`src/rtl/wrr_arbiter_if.sv`:
```
// Request/grant bundle for the weighted round-robin arbiter.
// The arbiter connects through the slave modport and the requester side through master.
interface wrr_arbiter_if #(
  parameter int WIDTH = 4,
  parameter int QW    = 4
);
  localparam int IDW = $clog2(WIDTH);

  logic [WIDTH-1:0]    in_request;
  logic [WIDTH*QW-1:0] in_quantum;
  logic                in_mode;
  logic                in_lock;
  logic [WIDTH-1:0]    out_grant;
  logic [IDW-1:0]      out_grant_id;
  logic                out_valid;
  logic                out_expired;

  modport slave (
    input  in_request, in_quantum, in_mode, in_lock,
    output out_grant, out_grant_id, out_valid, out_expired
  );

  modport master (
    output in_request, in_quantum, in_mode, in_lock,
    input  out_grant, out_grant_id, out_valid, out_expired
  );
endinterface

```
`src/rtl/wrr_arbiter.sv`:
```
// Weighted round-robin arbiter: per-channel grant quantum, optional fixed priority,
// lock to extend a grant, and a one-cycle pulse when a grant expires on quantum.
module wrr_arbiter #(
  parameter int WIDTH = 4,
  parameter int QW    = 4,
  parameter int IDW   = $clog2(WIDTH)
) (
  input logic         in_clk,
  input logic         in_reset,
  wrr_arbiter_if.slave bus
);

  typedef enum logic [1:0] {IDLE, ARB, WORK} state_e;

  state_e           state_q, state_d;
  logic [WIDTH-1:0] grant_q, grant_d;
  logic [IDW-1:0]   gid_q, gid_d;
  logic [IDW-1:0]   ptr_q, ptr_d;
  logic [QW-1:0]    cnt_q, cnt_d;
  logic             exp_q, exp_d;

  logic             found;
  logic [IDW-1:0]   win;
  logic [QW-1:0]    q_win;
  int               idx;

  // Winner search: circular from the pointer in round robin, from index 0 in fixed priority.
  always_comb begin
    found = 1'b0;
    win   = '0;
    idx   = 0;
    for (int k = 0; k < WIDTH; k++) begin
      idx = bus.in_mode ? k : (int'(ptr_q) + k) % WIDTH;
      if (!found && bus.in_request[idx[IDW-1:0]]) begin
        found = 1'b1;
        win   = idx[IDW-1:0];
      end
    end
    q_win = bus.in_quantum[win*QW +: QW];
  end

  always_comb begin
    state_d = state_q;
    grant_d = grant_q;
    gid_d   = gid_q;
    ptr_d   = ptr_q;
    cnt_d   = cnt_q;
    exp_d   = 1'b0;
    case (state_q)
      IDLE: begin
        grant_d = '0;
        gid_d   = '0;
        if (|bus.in_request) state_d = ARB;
      end
      ARB: begin
        if (found) begin
          grant_d = WIDTH'(1) << win;
          gid_d   = win;
          cnt_d   = (q_win == '0) ? QW'(1) : q_win;
          state_d = WORK;
        end else begin
          state_d = IDLE;
        end
      end
      WORK: begin
        if (!bus.in_request[gid_q] || (cnt_q == QW'(1) && !bus.in_lock)) begin
          // Expiry pulse only when the quantum ran out, not when the requester let go.
          exp_d   = bus.in_request[gid_q];
          grant_d = '0;
          gid_d   = '0;
          ptr_d   = (gid_q == IDW'(WIDTH - 1)) ? '0 : gid_q + IDW'(1);
          state_d = (|bus.in_request) ? ARB : IDLE;
        end else if (cnt_q != QW'(1)) begin
          cnt_d = cnt_q - QW'(1);
        end
      end
      default: begin
        state_d = IDLE;
        grant_d = '0;
        gid_d   = '0;
      end
    endcase
  end

  always_ff @(posedge in_clk or posedge in_reset) begin
    if (in_reset) begin
      state_q <= IDLE;
      grant_q <= '0;
      gid_q   <= '0;
      ptr_q   <= '0;
      cnt_q   <= '0;
      exp_q   <= 1'b0;
    end else begin
      state_q <= state_d;
      grant_q <= grant_d;
      gid_q   <= gid_d;
      ptr_q   <= ptr_d;
      cnt_q   <= cnt_d;
      exp_q   <= exp_d;
    end
  end

  assign bus.out_grant    = grant_q;
  assign bus.out_grant_id = gid_q;
  assign bus.out_valid    = |grant_q;
  assign bus.out_expired  = exp_q;

endmodule

```
`src/flat_wrapper.sv`:
```
// flat-port wrapper written by rule: the top's interface ports become plain ports
module wrr_arbiter_flat 
#(
  parameter int WIDTH = 4,
  parameter int QW    = 4,
  parameter int IDW   = $clog2(WIDTH)
)
  (in_clk, in_reset, bus_in_request, bus_in_quantum, bus_in_mode, bus_in_lock, bus_out_grant, bus_out_grant_id, bus_out_valid, bus_out_expired);
  wrr_arbiter_if #(.WIDTH(WIDTH), .QW(QW)) bus_i ();
  input logic in_clk;
  input logic in_reset;
  input wire logic [$bits(bus_i.in_request)-1:0] bus_in_request;
  input wire logic [$bits(bus_i.in_quantum)-1:0] bus_in_quantum;
  input wire logic [$bits(bus_i.in_mode)-1:0] bus_in_mode;
  input wire logic [$bits(bus_i.in_lock)-1:0] bus_in_lock;
  output wire logic [$bits(bus_i.out_grant)-1:0] bus_out_grant;
  output wire logic [$bits(bus_i.out_grant_id)-1:0] bus_out_grant_id;
  output wire logic [$bits(bus_i.out_valid)-1:0] bus_out_valid;
  output wire logic [$bits(bus_i.out_expired)-1:0] bus_out_expired;
  assign bus_i.in_request = bus_in_request;
  assign bus_i.in_quantum = bus_in_quantum;
  assign bus_i.in_mode = bus_in_mode;
  assign bus_i.in_lock = bus_in_lock;
  assign bus_out_grant = bus_i.out_grant;
  assign bus_out_grant_id = bus_i.out_grant_id;
  assign bus_out_valid = bus_i.out_valid;
  assign bus_out_expired = bus_i.out_expired;
  wrr_arbiter #(.WIDTH(WIDTH), .QW(QW), .IDW(IDW)) u_core (.in_clk(in_clk), .in_reset(in_reset), .bus(bus_i));
endmodule
```
`config.mk`:
```
export PLATFORM = sky130hd
export DESIGN_NAME = wrr_arbiter_flat
export DESIGN_NICKNAME = d
export VERILOG_FILES = /design/src/rtl/wrr_arbiter_if.sv /design/src/rtl/wrr_arbiter.sv /design/src/flat_wrapper.sv
export SDC_FILE = /design/constraint.sdc
export NUM_CORES = 1
export LEC_CHECK = 0
export BUFFER_PORTS_ARGS = -buffer_cell sky130_fd_sc_hd__clkbuf_2
export CAP_MARGIN = 20
export CORE_MARGIN = 1.5
export CORE_UTILIZATION = 45
export DETAILED_ROUTE_END_ITERATION = 6
export GPL_TIMING_DRIVEN = 0
export PLACE_DENSITY = 0.65
export SLEW_MARGIN = 20
export SYNTH_ARGS = -nofsm -noshare
export SYNTH_HDL_FRONTEND = slang
export SYNTH_SLANG_ARGS = --single-unit
```
`constraint.sdc`:
```
create_clock -name in_clk -period 7.57 [get_ports in_clk]
set_clock_uncertainty 0.15 [all_clocks]
set_input_delay 0.757 -clock in_clk [delete_from_list [all_inputs] [get_ports in_clk]]
set_output_delay 0.757 -clock in_clk [all_outputs]
set_load 0.05 [all_outputs]
```
; ---- Word-level counts from Yosys, hierarchy flattened
; Index checks and enable logic that the tools add are counted.
[classes]
add_sub_neg = 5
magnitude_cmp = 5
n_eq_ne = 10
shifts = 2
muxes = 41
n_reduce_logical = 19
[op_table]
columns = operator, count
row1 = 2-to-1 mux 2 bit, 14
row2 = 2-to-1 mux 4 bit, 6
row3 = case mux 4 bit (2 select lines), 2
row4 = indexed part select 16 x 5 -> 4 bit, 1
row5 = "less-than comparator 2 x 3 -> 1 bit, second input constant", 5
row6 = 2-to-1 mux 1 bit, 12
row7 = binary-select mux 1 bit (select 2 bit), 5
row8 = "inequality test 2 x 1 -> 1 bit, second input constant", 4
row9 = OR reduction 4 bit, 2
row10 = case mux 2 bit (3 select lines), 1
row11 = AND reduction 2 bit, 3
row12 = logical NOT 1 bit, 5
row13 = "adder 2 x 1 -> 2 bit, second input constant", 2
row14 = "adder 2 bit, second input constant", 2
row15 = "== test 2 bit, second input constant", 2
row16 = "== test 4 x 1 -> 1 bit, second input constant", 1
row17 = logical AND 1 bit, 4
row18 = logical NOT 4 bit, 1
row19 = "inequality test 4 x 1 -> 1 bit, second input constant", 1
row20 = case mux 2 bit (2 select lines), 1
row21 = AND reduction 4 bit, 1
row22 = "left shift 1 x 2 -> 4 bit, first input constant", 1
row23 = "subtractor 4 x 1 -> 4 bit, second input constant", 1
row24 = "== test 2 x 1 -> 1 bit, second input constant", 1
row25 = 4 further kinds, 4
[totals]
reg_bits = 15
in_bits = 24
out_inout_bits = 8
wordCells = 88

; ---- Depth between registers and ports, before layout
; Gate-level depths: netlist of the first run.
[logic_depth]
depth_word = 18
mapped_depth = 10
depth_no_buf = 9

; ---- Least setup slack after synthesis of the first run
; No wires, ideal clock.
[synth_path]
path_type = input to register
from = input port bus_in_mode
to = register u_core.cnt_q[0]
setup_ps = 69
arrival_ps = 2907
required_time_ps = 7351
setup_slack_ps = 4443
cell_stages = 10
n_path_buf = 2
path_cell_list = buf_6 -> or3b_4 -> a21oi_2 -> o32ai_2 -> a221oi_2 -> buf_6 -> mux2i_1 -> mux2i_1 -> or4_1 -> nand3_1
[synth_between]
elab_chain_cells = 18
[synth_lines]
columns = element, line
row1 = from (decl), flat_wrapper.sv:14  ; input wire logic [$bits(bus_i.in_mode)-1:0] bus_in_mode;
row2 = 2-to-1 mux 2 bit, wrr_arbiter.sv:33  ; idx = bus.in_mode ? k : (int'(ptr_q) + k) % WIDTH;
row3 = binary-select mux 1 bit (select 2 bit), wrr_arbiter.sv:34  ; if (!found && bus.in_request[idx[IDW-1:0]]) begin
row4 = 2-to-1 mux 1 bit (implied by the code), wrr_arbiter.sv:34
row5 = 2-to-1 mux 1 bit, wrr_arbiter.sv:34
row6 = logical NOT 1 bit, wrr_arbiter.sv:34
row7 = logical AND 1 bit, wrr_arbiter.sv:34
row8 = 2-to-1 mux 1 bit, wrr_arbiter.sv:34
row9 = logical NOT 1 bit, wrr_arbiter.sv:34
row10 = [... 2 more ...], n/a
row11 = logical NOT 1 bit, wrr_arbiter.sv:34
row12 = logical AND 1 bit, wrr_arbiter.sv:34
row13 = 2-to-1 mux 2 bit, wrr_arbiter.sv:34
row14 = indexed part select 16 x 5 -> 4 bit, wrr_arbiter.sv:39  ; q_win = bus.in_quantum[win*QW +: QW];
row15 = logical NOT 4 bit, wrr_arbiter.sv:59  ; cnt_d = (q_win == '0) ? QW'(1) : q_win;
row16 = 2-to-1 mux 4 bit, wrr_arbiter.sv:59
row17 = 2-to-1 mux 4 bit, wrr_arbiter.sv:56  ; if (found) begin
row18 = case mux 4 bit (2 select lines), wrr_arbiter.sv:49  ; case (state_q)
row19 = to (signal assigned), wrr_arbiter.sv:98  ; cnt_q <= cnt_d;
row20 = to (decl), wrr_arbiter.sv:19  ; logic [QW-1:0] cnt_q, cnt_d;
; Several ways; a longest one is shown, not always the timed one. The select of a mux whose other input is x is not followed.
; A chain may end at the register's enable or synchronous reset.

; ---- Worst setup path after layout of the first run
[layout_path]
from = input port bus_in_request[3]
to = register u_core.cnt_q[0]
[layout_between]
elab_chain_cells = 17
[layout_lines]
columns = element, line
row1 = from (decl), flat_wrapper.sv:12  ; input wire logic [$bits(bus_i.in_request)-1:0] bus_in_request;
row2 = binary-select mux 1 bit (select 2 bit), wrr_arbiter.sv:34
row3 = 2-to-1 mux 1 bit (implied by the code), wrr_arbiter.sv:34
row4 = 2-to-1 mux 1 bit, wrr_arbiter.sv:34
row5 = logical NOT 1 bit, wrr_arbiter.sv:34
row6 = logical AND 1 bit, wrr_arbiter.sv:34
row7 = 2-to-1 mux 1 bit, wrr_arbiter.sv:34
row8 = logical NOT 1 bit, wrr_arbiter.sv:34
row9 = logical AND 1 bit, wrr_arbiter.sv:34
row10 = 2-to-1 mux 1 bit, wrr_arbiter.sv:34
row11 = logical NOT 1 bit, wrr_arbiter.sv:34
row12 = logical AND 1 bit, wrr_arbiter.sv:34
row13 = 2-to-1 mux 2 bit, wrr_arbiter.sv:34
row14 = indexed part select 16 x 5 -> 4 bit, wrr_arbiter.sv:39
row15 = logical NOT 4 bit, wrr_arbiter.sv:59
row16 = 2-to-1 mux 4 bit, wrr_arbiter.sv:59
row17 = 2-to-1 mux 4 bit, wrr_arbiter.sv:56
row18 = case mux 4 bit (2 select lines), wrr_arbiter.sv:49
; Several ways; a longest one is shown, not always the timed one. The select of a mux whose other input is x is not followed.

==> impl_metrics.py, run 1 <==
metrics = {
    "status": {
        "status": "finished, final reports clean",
    },
    "clock_network": {
        "clk_path_buf_depth": 2,
        "htree_levels": 1,
        "cts_resized": 0,
        "cts_tree": "built",
        "clock_latency_ps": 290,
        "cts_root_buf": "clkbuf_4",
        "cts_setup_buffers": 0,
        "cts_sinks": 15,
        "numCtsBuffers": 3,
        "clk_pin_slew_ps": 100,
        "ctsHoldBuffers": 0,
    },
    "timing": {
        "tightestPinTransition_ps": 675,
        "max_freq_ghz": 0.318,
        "hold_viol_final": 0,
        "final.setup.tns_ps": 0,
        "grt_setup_unrepaired": "false",
        "finalSetupViolCount": 0,
        "slew_headroom_pct": 54.5,
        "fin_crit_ps": 3140,
        "slew_viol_final": 0,
        "period_share_pct": 41.5,
    },
    "yosys": {
        "synth-seq-cells": 15,
        "ys.warnings.count": 0,
        "yosysUniqueCellTypes": 47,
        "yosys-top-cells-area": "dfrtp_1, mux2i_1, nand2_1",
        "netlist_area_um2": 1260,
        "synth_top_flop_cell": "dfrtp_1",
        "yosysMostFrequentCell": "dfrtp_1",
        "yosys-top-cells-count": "dfrtp_1, mux2i_1, nand2_1, nor2_1",
        "yosys.area.top_type": "dfrtp_1",
        "syn_nets": 166,
        "async_reset_ff_share_pct": 100,
        "avgSynthCellArea_um2": 9.04,
        "synth-edff-count": 0,
        "postSynthCellCount": 139,
        "synth_top_area_share_pct": 29.9,
        "synth-seq-area-share_pct": 29.9,
    },
    "cells_and_area": {
        "fin_nets": 201,
        "antenna_cells": 0,
        "layout-drive-gt1-share_pct": 34.7,
        "area_delta_synth_final_pct": 17.1,
        "post-route-util_pct": 57.3,
    },
    "global_route": {
        "antenna_found_initial": 0,
        "grt_overflow": 0,
        "grt_pass1_wl_um": 4840,
        "grt_max_degree": 16,
        "grt_pass1_vias": 1098,
        "grt_usage_pct": 19.1,
    },
    "critical_path": {
        "reg2reg_depth": 10,
        "path_delay_family": "simple AND/OR/NAND/NOR gates",
        "regToRegStartpoint": "u_core.ptr_q[1]",
        "cp_common_cell": "mux2i_1",
        "crit_path_start_kind": "input port",
        "critPathLaunch": "bus_in_request[3]",
        "critical_path_class": "input port to register",
        "crit_buf_inv": 3,
        "end_kind": "register",
        "critPathSlowestCell": "or4_1",
        "critPathMaxStageDelay_ps": 510,
        "r2r_slack_ps": 4540,
        "cp-endpoint": "u_core.cnt_q[0]",
        "r2r_end": "u_core.cnt_q[0]",
        "crit_chain": "clkbuf_2, clkbuf_1, nor4b_2, a21oi_1, a211o_2, a221oi_2, buf_6, mux2i_1, mux2i_1, or4_1, nand3_1",
        "cp_num_cells": 11,
        "required_ps": 7640,
        "crit_fanout": 10,
        "cp.arrival_ps": 3210,
    },
    "routing": {
        "ant_nets": 0,
        "firstDrtPassIters": 4,
        "vias_per_cell": 5.69,
        "drt_iter0_markers": 24,
        "wl_um": 2810,
        "vias": 1155,
        "wl_per_cell_um": 13.8,
        "drc_errors": 0,
    },
    "place": {
        "port_buffers": 30,
        "gp_congestion": 0.827,
        "dpl.hpwl_um": 2250,
    },
    "power": {
        "vdd_drop_max_mv": 0.347,
        "p_per_area_nw_per_um2": 392,
        "p_leak_nw": 0.733,
    },
    "floorplan": {
        "die_h_um": 55.8,
        "row_count": 18,
        "die_x_um": 55.8,
        "ios": 32,
        "initial_core_util_pct": 48.9,
        "core_area_um2": 2570,
        "dieArea_um2": 3120,
    },
    "worst_hold_path": {
        "hp-class": "register to register",
    },
    "flow_run": {
        "maxCapViolations": 0,
    },
}
==> worst min-delay path by stage <==
stage	startpoint	to	slack, ps	cells past startpoint
after CTS	u_core.state_q[0]	u_core.state_q[0]	340	1
final	u_core.state_q[0]	u_core.state_q[0]	330	1
after detailed placement	u_core.state_q[0]	u_core.state_q[0]	320	1
after global routing	u_core.state_q[0]	u_core.state_q[0]	360	1
after global placement	u_core.state_q[0]	u_core.state_q[0]	310	1
after floorplan	u_core.state_q[0]	u_core.state_q[0]	300	1
==> where the power goes <==
| part | internal (mW) | total, mW | switching, mW |
|---|---|---|---|
| Combinational | 0.154 | 0.382 | 0.228 |
| Clock | 0.0196 | 0.0474 | 0.0278 |
| Sequential | 0.114 | 0.148 | 0.0335 |
==> through the flow <==
stage | cell area, um2 | power (mW) | std cells | setup slack (ps) | hold WS (ps)
3_5_place_dp | 1440 | 0.531 | 199 | 4120 | 323
6_report | 1470 | 0.577 | 203 | 4430 | 334
3_3_place_gp | 1440 | 0.519 | 199 | 4200 | 313
5_1_grt | 1470 | 0.623 | 203 | 4260 | 363
4_1_cts | 1470 | 0.579 | 203 | 4420 | 335
2_1_floorplan | 1260 | 0.450 | 139 | 4440 | 296
==> cells in the final DEF (no fill, tap or decap), types with 3 or more instances in the layout <==
| master | instances |
|---|---|
| nor3_1 | 3 |
| mux2_2 | 3 |
| dfrtp_1 | 15 |
| a21oi_1 | 8 |
| nand3_1 | 3 |
| or4_1 | 3 |
| ha_1 | 3 |
| o21ai_0 | 6 |
| clkbuf_2 | 30 |
| mux2i_1 | 13 |
| buf_6 | 3 |
| clkbuf_4 | 3 |
| nor2_1 | 13 |
| o22ai_1 | 3 |
| inv_1 | 8 |
| nand2_1 | 13 |
| nand2b_1 | 5 |
| a22o_1 | 3 |
==> logic make-up after synthesis <==
kind of cell             share of synthesized area (%)
AND/OR/NAND/NOR                                   24.1
AO/OA/AOI/OAI                                     21.3
multiplexers                                      14.8
buffers and inverters                             6.87
flip-flops                                        29.9
adder cells (fa/ha/maj)                           2.99
==> registers in the layout, indices dropped and copies added, names as in the netlist <==
register                 flops
u_core.state_q               2
u_core.bus.out_grant_id      2
u_core.ptr_q                 2
u_core.cnt_q                 4
u_core.bus.out_grant         4
u_core.bus.out_expired       1
==> metal layers <==
layer / track usage [%] / part of all wire (%)
met2: 29.9 / 44
met4: 1.36 / 0
met1: 27.1 / 50
met5: 0 / 0
met3: 6.05 / 5.9
==> cell type report <==
cell class,instances,area [um2]
Fill cell,238,1100
Clock buffer,3,22.5
Sequential cell,15,375
Tap cell,30,37.5
Multi-Input combinational cell,109,795
Timing Repair Buffer,30,150
Clock inverter,1,5.00
Buffer,7,56.3
Inverter,8,30.0
No activity file was read; power rests on OpenSTA's default activity.
==> run 2, diff against run 1 <==
--- a/config.mk
+++ b/config.mk
@@ -5,13 +5,14 @@
 export SDC_FILE = /design/constraint.sdc
 export NUM_CORES = 1
 export LEC_CHECK = 0
+export ABC_AREA = 1
 export BUFFER_PORTS_ARGS = -buffer_cell sky130_fd_sc_hd__clkbuf_2
 export CAP_MARGIN = 20
 export CORE_MARGIN = 1.5
 export CORE_UTILIZATION = 45
 export DETAILED_ROUTE_END_ITERATION = 6
 export GPL_TIMING_DRIVEN = 0
-export PLACE_DENSITY = 0.65
+export PLACE_DENSITY = 0.68
 export SLEW_MARGIN = 20
 export SYNTH_ARGS = -nofsm -noshare
 export SYNTH_HDL_FRONTEND = slang
==> constraint.sdc (replaced) <==
create_clock -name in_clk -period 2.73 [get_ports in_clk]
set_clock_uncertainty 0.15 [all_clocks]
set_input_delay 0.273 -clock in_clk [delete_from_list [all_inputs] [get_ports in_clk]]
set_output_delay 0.273 -clock in_clk [all_outputs]
set_load 0.05 [all_outputs]
==> run 2 against run 1 <==
  * Sequential power grew 150%
  * Register-to-register slack lost 3900 ps
  * Routed wire length grew 5.8%
  * Global-route usage rose by 1.1 points
  * Combinational power grew to 3.0 times the previous value
==> impl_metrics.py, run 2 <==
metrics = {
    "critical_path": {
        "end_kind": "register",
        "critPathSlowestCell": "dfrtp_1",
        "required_ps": 2730,
        "r2r_end": "u_core.cnt_q[3]",
        "crit_chain": "buf_6, nand2_8, nand2_4, nand2_2, nand2_1, a21boi_1, nand2_1, a21oi_2, nand3_1, a21oi_1, o22ai_1",
        "critPathMaxStageDelay_ps": 390,
        "critical_path_class": "register to register",
        "crit_buf_inv": 1,
        "cp_num_cells": 11,
        "cp.arrival_ps": 2110,
        "crit_fanout": 9,
        "r2r_slack_ps": 630,
        "cp_common_cell": "nand2_1",
        "critPathLaunch": "u_core.ptr_q[0]",
        "cp-endpoint": "u_core.cnt_q[3]",
        "crit_path_start_kind": "register",
        "regToRegStartpoint": "u_core.ptr_q[0]",
        "reg2reg_depth": 11,
        "path_delay_family": "compound AO/OA/AOI/OAI gates",
    },
    "routing": {
        "firstDrtPassIters": 4,
        "wl_per_cell_um": 12.1,
        "drc_errors": 0,
        "vias": 1294,
        "ant_nets": 0,
        "top_layer_used": "met3",
        "drt_iter0_markers": 72,
        "drt-met1-wl_um": 1250,
        "wl_um": 2970,
        "wl_met2_um": 1620,
        "vias_per_cell": 5.26,
        "wl_met3_um": 106,
    },
    "timing": {
        "finalSetupViolCount": 0,
        "period_share_pct": 77.0,
        "fin_crit_ps": 2100,
        "grt_setup_unrepaired": "false",
        "slew_headroom_pct": 62.0,
        "final.setup.tns_ps": 0,
        "slew_viol_final": 0,
        "setup_ws_ps": 629,
        "tightestPinTransition_ps": 569,
        "max_freq_ghz": 0.476,
        "hold_viol_final": 0,
    },
    "global_route": {
        "grt_pass1_vias": 1230,
        "grt_overflow": 0,
        "grt_pass1_wl_um": 5200,
        "grt_usage_pct": 20.2,
        "grt_max_degree": 16,
        "antenna_found_initial": 0,
    },
    "yosys": {
        "synth_top_area_share_pct": 29.0,
        "yosys-top-cells-area": "dfrtp_1, nand2_1, nand3_1",
        "synth_top_flop_cell": "dfrtp_1",
        "synth-edff-count": 0,
        "syn_nets": 206,
        "async_reset_ff_share_pct": 100,
        "yosys.area.top_type": "dfrtp_1",
        "yosysUniqueCellTypes": 28,
        "yosys-top-cells-count": "nand2_1, nand3_1, inv_1, dfrtp_1",
        "yosysMostFrequentCell": "nand2_1",
        "synth-seq-cells": 15,
        "ys.warnings.count": 0,
        "netlist_area_um2": 1300,
        "postSynthCellCount": 179,
        "synth-seq-area-share_pct": 29.0,
        "avgSynthCellArea_um2": 7.24,
    },
    "place": {
        "post-place-cells": 241,
        "port_buffers": 31,
        "pre_cts_ws_ps": 631,
        "dpl.hpwl_um": 2480,
        "gp_congestion": 0.896,
    },
    "cells_and_area": {
        "layout-drive-gt1-share_pct": 30.7,
        "layout_common_cells": "nand2_1, clkbuf_2, nand3_1",
        "post-route-util_pct": 55.8,
        "final_cells": 246,
        "fillers": 272,
        "area_delta_synth_final_pct": 17.8,
        "antenna_cells": 0,
        "mostFrequentLayoutCell": "nand2_1",
        "fin_nets": 243,
    },
    "clock_network": {
        "htree_levels": 1,
        "cts_root_buf": "clkbuf_4",
        "cts_tree": "built",
        "clk_pin_slew_ps": 80,
        "cts_setup_buffers": 0,
        "clock_latency_ps": 280,
        "clk_path_buf_depth": 2,
        "cts_sinks": 15,
        "numCtsBuffers": 3,
        "cts_resized": 0,
        "ctsHoldBuffers": 1,
    },
    "floorplan": {
        "dieArea_um2": 3210,
        "die_x_um": 56.7,
        "row_count": 19,
        "initial_core_util_pct": 47.4,
        "die_h_um": 56.7,
        "core_area_um2": 2730,
        "ios": 32,
    },
    "power": {
        "p_per_area_nw_per_um2": 1070,
        "vdd_drop_max_mv": 0.823,
        "p_leak_nw": 0.835,
        "finalPower_mw": 1.63,
    },
    "status": {
        "status": "finished, final reports clean",
    },
    "worst_hold_path": {
        "hp-class": "input port to register",
    },
    "flow_run": {
        "maxCapViolations": 0,
    },
}
[run 2: where the power goes]
| group | total [mW] | switching (mW) | internal [mW] |
|---|---|---|---|
| combinational | 1.14 | 0.776 | 0.365 |
| sequential | 0.368 | 0.0588 | 0.309 |
| clock | 0.125 | 0.0686 | 0.0566 |
[run 2: cell type report]
| class | count | area [um2] | share of cell area [%] |
|---|---|---|---|
| Multi-Input combinational cell | 137 | 810 | 53.0 |
| Sequential cell | 15 | 375 | 24.6 |
| Timing Repair Buffer | 32 | 165 | 10.8 |
| Inverter | 26 | 100 | 6.56 |
| Tap cell | 31 | 38.8 | 2.54 |
| Clock buffer | 4 | 26.3 | 1.72 |
| Buffer | 1 | 11.3 | 0.738 |
[run 2: kinds of logic (layout without fill, tap and decap cells)]
logic type | after synthesis | after routing | share of synthesized area [%]
simple gates | 107 | 107 | 47.1
buf+inv | 27 | 63 | 8.59
flops | 15 | 15 | 29.0
xor+xnor | 2 | 2 | 1.35
fa+ha+maj | 3 | 3 | 2.90
compound gates | 25 | 25 | 11.1
[run 2: worst min path at each step]
stage	from	end	slack, ps	cells after the start
after detailed placement	in_reset	u_core.cnt_q[3]	200	2
after floorplan	in_reset	u_core.bus.out_expired	20	1
final	bus_in_lock	u_core.bus.out_expired	90	3
after CTS	bus_in_lock	u_core.bus.out_expired	80	3
after global routing	bus_in_lock	u_core.bus.out_expired	90	3
after global placement	in_reset	u_core.bus.out_expired	190	2
[run 2: metal layers]
metal,track usage [%],up-vias
met3,1.38,0
li1,-,664
met1,25.1,604
met2,37.4,26
met5,0,-
met4,5.10,0
[run 2: worst register-to-register path, cell delays in order, from the launching register on]
cell and delay, ps:
dfrtp_1 390, buf_6 150, nand2_8 120, nand2_4 70, nand2_2 90, nand2_1 60
a21boi_1 160, nand2_1 100, a21oi_2 260, nand3_1 150, a21oi_1 190, o22ai_1 90
[run 2: through the flow]
| step | area (um2) | hold slack [ps] |
|---|---|---|
| 2_1_floorplan | 1300 | 24.5 |
| 3_3_place_gp | 1490 | 185 |
| 3_5_place_dp | 1490 | 196 |
| 4_1_cts | 1530 | 78.8 |
| 5_1_grt | 1530 | 88.7 |
| 6_report | 1530 | 85.4 |
